### config.mk
export PLATFORM = sky130hd
export DESIGN_NAME = logic_unit_arbiter
export DESIGN_NICKNAME = d
export VERILOG_FILES = /design/src/rtl/logic_unit_arbiter.sv
export SDC_FILE = /design/constraint.sdc
export NUM_CORES = 1
export LEC_CHECK = 0
export ABC_AREA = 1
export BUFFER_PORTS_ARGS = -buffer_cell sky130_fd_sc_hd__buf_2
export CAP_MARGIN = 20
export CORE_AREA = 3 3 111 113
export CTS_BUF_LIST = sky130_fd_sc_hd__clkbuf_2 sky130_fd_sc_hd__clkbuf_4 sky130_fd_sc_hd__clkbuf_8
export CTS_CLUSTER_DIAMETER = 80
export DETAILED_ROUTE_END_ITERATION = 7
export DIE_AREA = 0 0 114 116
export PLACE_DENSITY = 0.77
export SYNTH_ARGS = -nofsm -noshare
export SYNTH_HDL_FRONTEND = slang
export SYNTH_SLANG_ARGS = --single-unit
### constraint.sdc
create_clock -name clk -period 5.65 [get_ports clk]
set_input_delay 0.2825 -clock clk [delete_from_list [all_inputs] [get_ports clk]]
set_output_delay 0.2825 -clock clk [all_outputs]
set_load 0.02 [all_outputs]
### src/rtl/logic_unit_arbiter.sv
// Round-robin arbiter sharing one registered bitwise logic unit (AND/OR/XOR/NOR)
// between two valid/ready requesters. One result register, tagged with the
// issuing requester's ID, drained through a valid/ready response channel.
module logic_unit_arbiter #(
    parameter int WIDTH = 32,
    parameter int CNT_W = 16
) (
    input  logic             clk,
    input  logic             rst_n,
    input  logic             req0_valid,
    output logic             req0_ready,
    input  logic [1:0]       req0_op,
    input  logic [WIDTH-1:0] req0_a,
    input  logic [WIDTH-1:0] req0_b,
    input  logic             req1_valid,
    output logic             req1_ready,
    input  logic [1:0]       req1_op,
    input  logic [WIDTH-1:0] req1_a,
    input  logic [WIDTH-1:0] req1_b,
    output logic             rsp_valid,
    input  logic             rsp_ready,
    output logic             rsp_id,
    output logic [WIDTH-1:0] rsp_data,
    output logic             busy,
    output logic [CNT_W-1:0] op_count
);
    typedef enum logic {IDLE = 1'b0, FULL = 1'b1} state_e;

    state_e           state_q;
    logic             ptr_q;    // requester favoured when both are valid
    logic             id_q;
    logic [WIDTH-1:0] data_q;
    logic [CNT_W-1:0] cnt_q;

    // Requester ports gathered into index-able packed arrays
    logic [1:0]            vld;
    logic [1:0][1:0]       op_arr;
    logic [1:0][WIDTH-1:0] a_arr;
    logic [1:0][WIDTH-1:0] b_arr;

    assign vld    = {req1_valid, req0_valid};
    assign op_arr = {req1_op, req0_op};
    assign a_arr  = {req1_a, req0_a};
    assign b_arr  = {req1_b, req0_b};

    logic             drain;
    logic             slot_free;
    logic             grant;
    logic             accept;
    logic [WIDTH-1:0] res_d;

    assign drain = (state_q == FULL) && rsp_ready;
    // Gate on rst_n so the readies drop immediately while reset is held,
    // not only once the state register has been cleared.
    assign slot_free = rst_n && ((state_q == IDLE) || rsp_ready);

    // Winner: a lone valid requester, else the favoured one
    always_comb begin
        grant = 1'b0;
        if (vld[0] && vld[1]) grant = ptr_q;
        else if (vld[1])      grant = 1'b1;
    end

    assign req0_ready = slot_free && vld[0] && !grant;
    assign req1_ready = slot_free && vld[1] &&  grant;
    assign accept     = req0_ready || req1_ready;

    // Single shared logic unit fed by the winner's operands
    always_comb begin
        res_d = '0;
        unique case (op_arr[grant])
            2'b00: res_d = a_arr[grant] & b_arr[grant];
            2'b01: res_d = a_arr[grant] | b_arr[grant];
            2'b10: res_d = a_arr[grant] ^ b_arr[grant];
            2'b11: res_d = ~(a_arr[grant] | b_arr[grant]);
            default: res_d = '0;
        endcase
    end

    // Result-slot FSM: load on accept, empty on a drain with no refill
    always_ff @(posedge clk or negedge rst_n) begin
        if (!rst_n) begin
            state_q <= IDLE;
            ptr_q   <= 1'b0;
            id_q    <= 1'b0;
            data_q  <= '0;
            cnt_q   <= '0;
        end else begin
            if (drain) cnt_q <= cnt_q + {{(CNT_W-1){1'b0}}, 1'b1};
            if (accept) begin
                state_q <= FULL;
                data_q  <= res_d;
                id_q    <= grant;
                ptr_q   <= ~grant;
            end else if (drain) begin
                state_q <= IDLE;
            end
        end
    end

    assign rsp_valid = (state_q == FULL);
    assign busy      = (state_q == FULL);
    assign rsp_id    = id_q;
    assign rsp_data  = data_q;
    assign op_count  = cnt_q;

endmodule

==> flow_summary.ini, run 1 <==
[status]
status = completed

[timing]
finalHoldViolCount = 0
worst_pin_slew_ps = 758
skew_ps = 12.1
slew_headroom_pct = 49.4
fin_tns_setup_ps = 0
setup_violations = 0
fin_crit_ps = 2790
fmax_ghz = 0.359
slew_viol_final = 0
fin_crit_sh_pct = 49.4
whs_ps = 80.5
rsz0062_at_grt = no

[power_and_ir_drop]
ir_drop_v = 0.000252
cellPowerDensity_nw_per_um2 = 248
static-leakage-power_uw = 0.00406

[die]
std_cell_rows = 39
die_width_um = 114
die_area_um2 = 13200
die_h_um = 116
coreArea_um2 = 11400
boundaryPins = 190
start_util_pct = 48.4

[critical_path]
crit_required_ps = 5900
path_max_fanout = 50
slowest_delay_ps = 540
cp_top_family = simple AND/OR/NAND/NOR gates
endpoint_kind = flop
path_class = flop to flop
r2r_slack_ps = 2860
crit_slowest_cell = nand2_2
cp.depth = 10
arrival_ps = 3040
crit_end = rsp_data[15]$_DFFE_PN0P_
crit_start = ptr_q$_DFFE_PN0P_
timing.rr.end = rsp_data[15]$_DFFE_PN0P_
r2r-start = ptr_q$_DFFE_PN0P_
reg2reg_depth = 10
worst-path-buf-inv = 3
path_common_cell = nand2_2
cp_cell_sequence = inv_1, nand2_2, nand2_4, nand2_2, nand2_2, buf_12, nand3_1, nand2_1, inv_1, a21oi_1
cp-start-kind = flop

[global_routing]
grt_pass1_wl_mm = 22.8
grt_max_degree = 65
grt-ovfl-total = 0
track_usage_pct = 20.5
grt_pass1_vias = 5078
antenna_found_initial = 0

[route]
detail_route.wl_per_cell_um = 11.5
first_iter_violations = 281
drc = 0
wirelength_mm = 13.4
vias = 5516
vias_per_cell = 4.76
ant_nets = 0
dr.pass1.iters = 5

[place]
numPortBuffers = 189
place_area_um2 = 6490
gp_congestion = 0.795
place_hpwl_mm = 9.85

[yosys]
synth_cell_types = 32
syn_avg_cell_area_um2 = 6.43
ys_seq_area_share_pct = 23.1
synthesis.area_um2 = 5530
yosys_register_bits = 51
synth_warnings = 0
synthCells = 860
syn_nets = 1062

[min_path]
hold_class = input pin to async pin

[finish]
antennaDiodeCount = 0
final_common_cell = inv_1
final_layout_size_suffix_gt1_share_pct = 24.1
area_growth_pct = 19.1
final_cell_mix = inv_1 (210), buf_2 (189), nand2_1 (150)
finish.instance_area_um2 = 6590
nets = 1218

[run]
cap_viol_max_count = 0

[clocking]
numCtsBuffers = 5
htreeDepth = 2
cts.clk_slew.worst_paths_ps = 100
clock_latency_ps = 320
cts_root_buf = clkbuf_8
cts_tree = yes
cts_hold_buffers = 0
post_cts_buffers = 0
cts.sinks = 51
clock_path_buffers = 2
cts_resized = 0
[cell usage after synthesis (all sizes together)]
| cell | n | area, µm² |
|---|---|---|
| nand3 | 137 | 691 |
| nand2 | 159 | 629 |
| nor2 | 41 | 159 |
| nor3 | 2 | 15.0 |
| o21ai | 66 | 383 |
| nand3b | 2 | 15.0 |
| dfrtp | 51 | 1280 |
| inv | 212 | 796 |
| ha | 65 | 813 |
| buf | 37 | 225 |
| nand4 | 2 | 12.5 |
| o211ai | 1 | 7.51 |
| xnor2 | 3 | 26.3 |
| mux2 | 1 | 11.3 |
| clkbuf | 8 | 31.3 |
| a21oi | 32 | 160 |
| xor2 | 8 | 70.1 |
| or2 | 33 | 206 |
[cells by family after synthesis]
group / share of synthesized area (%)
buf+inv: 19.0
xor+xnor: 1.74
mux: 0.204
fa+ha+maj: 14.7
flops: 23.1
compound gates: 9.96
simple gates: 31.3
[worst min path at each step]
stage / start / end / cells after the start
floorplan: rst_n / busy$_DFFE_PN0P_ / 0
global placement: rst_n / op_count[8]$_DFFE_PN0P_ / 2
detailed placement: rsp_id$_DFFE_PN0P_ / rsp_id$_DFFE_PN0P_ / 2
CTS: rst_n / rsp_id$_DFFE_PN0P_ / 2
global route: rst_n / op_count[9]$_DFFE_PN0P_ / 2
finish: rst_n / op_count[9]$_DFFE_PN0P_ / 2
[per-stage QoR]
stage	util [%]	power [µW]	instances	setup WS [ps]
finish	57.7	1630	1160	2860
detailed placement	56.8	1410	1152	2840
global placement	56.2	1380	1149	2560
floorplan	-	1150	860	3770
global route	57.7	1790	1160	2480
CTS	57.7	1650	1160	2830
[per-layer routing]
layer	wire length (µm)	share of wire (%)	GRT usage, %	up-vias
met4	169	1.3	5.23	0
li1	-	-	-	2926
met1	5970	45	26.1	2427
met2	6440	48	36.7	152
met5	0	0	0	-
met3	814	6.1	2.98	11
[sequential cells by signal, summed over array words and instances (netlist names)]
signal and count:
ptr_q 1, busy 1, rsp_id 1, rsp_data 32, op_count 16
[layout make-up]
cell class | count | area [µm²]
fill | 1122 | 4830
sequential | 51 | 1280
tap | 143 | 179
clock buffer | 5 | 68.8
multi-input combinational | 552 | 3200
timing repair buffer | 194 | 1040
inverter | 212 | 796
clock inverter | 3 | 26.3
[where the power goes]
part	internal [µW]	switching [µW]	leakage (µW)
sequential	464	64.3	0.000584
combinational	319	550	0.00343
clock	91.7	144	0.0000491
total	874	758	0.00406
No activity file was read; power rests on OpenSTA's default activity.
==> run 2, diff against run 1 <==
Settings changed: ABC_AREA 1 to 0, CORE_AREA 3 3 111 113 to 3 3 110 112, DIE_AREA 0 0 114 116 to 0 0 113 115, PLACE_DENSITY 0.77 to 0.8.
Clock period 5.65 ns to 2.5 ns, I/O delays scaled along.
==> flow_summary.ini, run 2 <==
[global_routing]
grt_max_degree = 65
grt_pass1_vias = 4759
track_usage_pct = 21.1
grt_pass1_wl_mm = 22.8
grt-ovfl-total = 0
antenna_found_initial = 0

[finish]
area_growth_pct = 20.9
final_layout_size_suffix_gt1_share_pct = 34.6
largest_reg_flops = 32
nets = 946
final_cell_mix = buf_2 (189), xnor2_1 (73), ha_1 (65)
finish.instance_area_um2 = 6500
final_common_cell = buf_2
antennaDiodeCount = 0

[die]
die_width_um = 113
coreArea_um2 = 11300
die_area_um2 = 13000
boundaryPins = 190
start_util_pct = 47.5
std_cell_rows = 39
die_h_um = 115

[place]
pre_cts_ws_ps = 263
gp_congestion = 0.765
place_area_um2 = 6400
numPortBuffers = 189
place_hpwl_mm = 10.1

[route]
first_iter_violations = 255
vias_per_cell = 5.46
drc = 0
dr.pass1.iters = 4
detail_route.wl_per_cell_um = 15.6
wirelength_mm = 13.9
vias = 4848
ant_nets = 0

[timing]
fin_crit_sh_pct = 90.7
slew_headroom_pct = 32.7
rsz0062_at_grt = no
slew_viol_final = 0
fin_tns_setup_ps = 0
setup_violations = 0
skew_ps = 13.6
fin_crit_ps = 2270
finalHoldViolCount = 0
worst_pin_slew_ps = 1010
fmax_ghz = 0.441
setup_ws_ps = 233

[yosys]
synth_cell_types = 38
synth_warnings = 0
yosys_register_bits = 51
syn_nets = 780
syn_avg_cell_area_um2 = 9.31
synthTopCellsByCount = xnor2_1 (73), ha_1 (65), inv_1 (62), dfrtp_1 (51), nand2_1 (44)
synth-edff-count = 0
synth.area.top_cells = dfrtp_1 (24%), ha_1 (15%), xnor2_1 (12%), mux2i_1 (6.0%), mux2_2 (5.4%)
post-synth-top-count-cell = xnor2_1
synthesis.area_um2 = 5380
yosysTopAreaCell = dfrtp_1
ys.flop_type = dfrtp_1
synthCells = 578
async_flop_share_pct = 100
ys_seq_area_share_pct = 23.7
synth_top_area_share_pct = 23.7

[critical_path]
cp_cell_sequence = nand2b_2, nand2_4, buf_12, mux2_2, inv_1, ha_1, xnor2_1, o221ai_1, a32oi_1
cp_top_family = flip-flops
slowest_delay_ps = 440
r2r-start = ptr_q$_DFFE_PN0P_
cp-start-kind = flop
crit_required_ps = 2730
r2r_slack_ps = 230
arrival_ps = 2500
crit_slowest_cell = dfrtp_1
timing.rr.end = rsp_data[15]$_DFFE_PN0P_
reg2reg_depth = 9
path_class = flop to flop
worst-path-buf-inv = 2
cp.depth = 9
path_max_fanout = 45
endpoint_kind = flop

[clocking]
cts_root_buf = clkbuf_8
post_cts_buffers = 0
clock_path_buffers = 2
cts_resized = 0
cts.clk_slew.worst_paths_ps = 120
numCtsBuffers = 5
cts.sinks = 51
htreeDepth = 2
clock_latency_ps = 320
cts_tree = yes

[power_and_ir_drop]
static-leakage-power_uw = 0.00332
ir_drop_v = 0.000289
cellPowerDensity_nw_per_um2 = 515

[min_path]
min-delay-start = rsp_ready
worstHoldEndpoint = op_count[0]$_DFFE_PN0P_
hold_depth = 3
hold_class = input pin to flop

[status]
status = completed

[run]
cap_viol_max_count = 0
-- run 2: worst max-delay path by stage --
stage	from	to	slack, ps
CTS	ptr_q$_DFFE_PN0P_	rsp_data[15]$_DFFE_PN0P_	240
global route	ptr_q$_DFFE_PN0P_	rsp_data[9]$_DFFE_PN0P_	60
detailed placement	ptr_q$_DFFE_PN0P_	rsp_data[15]$_DFFE_PN0P_	260
global placement	ptr_q$_DFFE_PN0P_	rsp_data[27]$_DFFE_PN0P_	340
floorplan	ptr_q$_DFFE_PN0P_	rsp_data[25]$_DFFE_PN0P_	400
finish	ptr_q$_DFFE_PN0P_	rsp_data[15]$_DFFE_PN0P_	230
-- run 2: kinds of logic after synthesis --
kind of cell | Yosys count | share of synthesized area, %
multiplexers | 65 | 13.4
AO/OA/AOI/OAI | 106 | 15.1
adder cells (fa/ha/maj) | 65 | 15.1
XOR/XNOR | 79 | 12.9
flip-flops | 51 | 23.7
AND/OR/NAND/NOR | 101 | 10.3
buffers and inverters | 111 | 9.54
-- run 2: metrics by stage --
step                      total power, µW  util, %  std cells  hold slack, ps
after floorplan                      2310        -        578            -171
after global placement               2810     56.5        879            33.9
after detailed placement             2850     56.5        879            33.9
after CTS                            3390     57.5        888             108
after global routing                 3610     57.5        888             124
final                                3350     57.5        888             113
-- run 2: layout make-up --
type,count,area [µm²]
timing repair buffer,204,1100
fill,1039,4820
tap,143,179
multi-input combinational,416,3610
sequential,51,1280
clock buffer,5,68.8
inverter,66,248
clock inverter,3,27.5
-- run 2: tightest hold or removal path, stage by stage --
cell	delay, ps
buf_2	120
nand2_1	90
xnor2_1	60
-- run 2: power breakdown --
group / total, µW / switching, µW / internal [µW]
combinational: 1690 / 965 / 723
sequential: 1130 / 129 / 1000
clock: 535 / 326 / 209
total: 3350 / 1420 / 1930
-- run 2: what timing repair did --
action                                  4_1_cts  5_1_grt
endpoints found under the hold margin         8        0
endpoints found under the setup margin        0        0
hold buffers                                  1        0
-- run 2: metal layers --
metal  global-route usage, %  vias up  part of all wire [%]
li1                        -     2356                     -
met1                    26.6     2323                    43
met2                    37.7      156                    50
met3                    3.58       13                   6.5
met4                    4.89        0                  0.93
met5                       0        -                     0
==> run 3, diff against run 2 <==
Settings changed: CORE_AREA 3 3 110 112 to 3 3 111 113, CTS_BUF_LIST sky130_fd_sc_hd__clkbuf_2 sky130_fd_sc_hd__clkbuf_4 sky130_fd_sc_hd__clkbuf_8 to not set, CTS_CLUSTER_SIZE set to 25, DIE_AREA 0 0 113 115 to 0 0 114 116, PLACE_DENSITY 0.8 to 0.78.
==> flow_summary.ini, run 3 (synthesis results as in run 2) <==
[power_and_ir_drop]
static-leakage-power_uw = 0.00335
netSwitchingPower_uw = 1480
p_sw_share_pct = 41.2
ir_drop_v = 0.000285
comb_power_share_pct = 47.9
p_seq_share_pct = 31.6
clockPowerShare_pct = 20.5
power_uw = 3600
cellPowerDensity_nw_per_um2 = 547
internal_power_uw = 2110

[critical_path]
crit_start = ptr_q$_DFFE_PN0P_
path_max_fanout = 24
endpoint_kind = flop
path_class = flop to flop
crit_required_ps = 2700
r2r-start = ptr_q$_DFFE_PN0P_
cp-start-kind = flop
arrival_ps = 2530

[timing]
slew_headroom_pct = 28.0
skew_ps = 12.7
setup_ws_ps = 176
rsz0062_at_grt = no
fmax_ghz = 0.430
whs_ps = 50.3
setup_violations = 0
fin_crit_sh_pct = 92.9
fin_tns_setup_ps = 0
finalHoldViolCount = 0
slew_viol_final = 0
fin_crit_ps = 2320
worst_pin_slew_ps = 1070

[finish]
antennaDiodeCount = 0
final_util_pct = 57.6
final_cell_mix = buf_2 (189), xnor2_1 (73), ha_1 (65)
fill_cells = 1010
final_common_cell = buf_2
final_layout_size_suffix_gt1_share_pct = 34.8
area_growth_pct = 22.3
largest_reg_flops = 32
nets = 946

[die]
start_util_pct = 47.1
die_h_um = 116
boundaryPins = 190
die_width_um = 114
std_cell_rows = 39
coreArea_um2 = 11400
die_area_um2 = 13200

[clocking]
clock_path_buffers = 2
cts_root_buf = clkbuf_16
cts_tree = yes
numCtsBuffers = 5
cts.sinks = 51
cts.clk_slew.worst_paths_ps = 80
htreeDepth = 2
cts_hold_buffers = 0
clock_latency_ps = 300
post_cts_buffers = 0

[route]
wl_met3_um = 811
dr.pass1.iters = 4
ant_nets = 0
wirelength_mm = 14.9
vias = 4954
highest_layer = met4
first_iter_violations = 195
drc = 0
vias_per_cell = 5.58
wl_met1_mm = 6.09
detail_route.wl_per_cell_um = 16.7
routed-wl-met2_mm = 7.75

[global_routing]
grt_max_degree = 65
track_usage_pct = 22.0
grt-ovfl-total = 0
grt_pass1_vias = 5138
antenna_found_initial = 0
grt_pass1_wl_mm = 24.0

[run]
cap_viol_max_count = 0

[place]
place_hpwl_mm = 10.7
numPortBuffers = 189
gp_congestion = 0.762
pre_cts_ws_ps = 140

[status]
status = completed

[min_path]
hold_class = input pin to async pin
run 3: worst max-delay path: stages, from the launching register on:
cell and delay, ps:
dfrtp_1 420, nand2b_2 280, nand2_8 200, buf_12 210, mux2_2 380, inv_2 50
ha_1 180, xnor2_1 130, o221ai_1 150, a32oi_1 200
run 3: what timing repair did:
| action | 4_1_cts | 5_1_grt |
|---|---|---|
| hold endpoints to repair | 0 | 0 |
| gates resized for setup | 0 | 1 |
| setup endpoints to repair | 0 | 6 |
run 3: cell type report:
class / count / area [µm²] / area share [%]
Sequential cell: 51 / 1280 / 19.4
Clock inverter: 3 / 25.0 / 0.380
Multi-Input combinational cell: 416 / 3620 / 55.0
Clock buffer: 5 / 125 / 1.90
Tap cell: 143 / 179 / 2.72
Inverter: 66 / 248 / 3.77
Timing Repair Buffer: 204 / 1110 / 16.9
run 3: per-layer routing:
metal | vias up | track usage (%)
li1 | 2360 | -
met1 | 2410 | 25.7
met5 | - | 0
met2 | 165 | 41.5
met4 | 0 | 6.57
met3 | 19 | 3.24
run 3: power by group through the flow:
| stage | Clock (µW) | Sequential, µW | Combinational [µW] |
|---|---|---|---|
| 5_1_grt | 782 | 1160 | 1900 |
| 4_1_cts | 746 | 1140 | 1740 |
| 3_5_place_dp | 0 | 1150 | 1730 |
| 3_3_place_gp | 0 | 1150 | 1650 |
| 2_1_floorplan | 0 | 1350 | 964 |
| 6_report | 736 | 1140 | 1720 |
run 3: final timing paths:
kind / end / slack, ps / depth (start not counted)
worst max-delay path: rsp_data[5]$_DFFE_PN0P_ / 180 / 9
worst min-delay path: busy$_DFFE_PN0P_ / 50 / 2
worst min register to register: op_count[15]$_DFFE_PN0P_ / 470 / 1
min in group clk: op_count[0]$_DFFE_PN0P_ / 150 / 3
max in group asynchronous: rsp_data[1]$_DFFE_PN0P_ / 1980 / 2
worst max register to register: rsp_data[5]$_DFFE_PN0P_ / 180 / 9
run 3: per-stage QoR:
step           area [µm²]  cells
2_1_floorplan        5380    578
3_3_place_gp         6420    880
3_5_place_dp         6420    880
4_1_cts              6570    888
5_1_grt              6580    888
6_report             6580    888
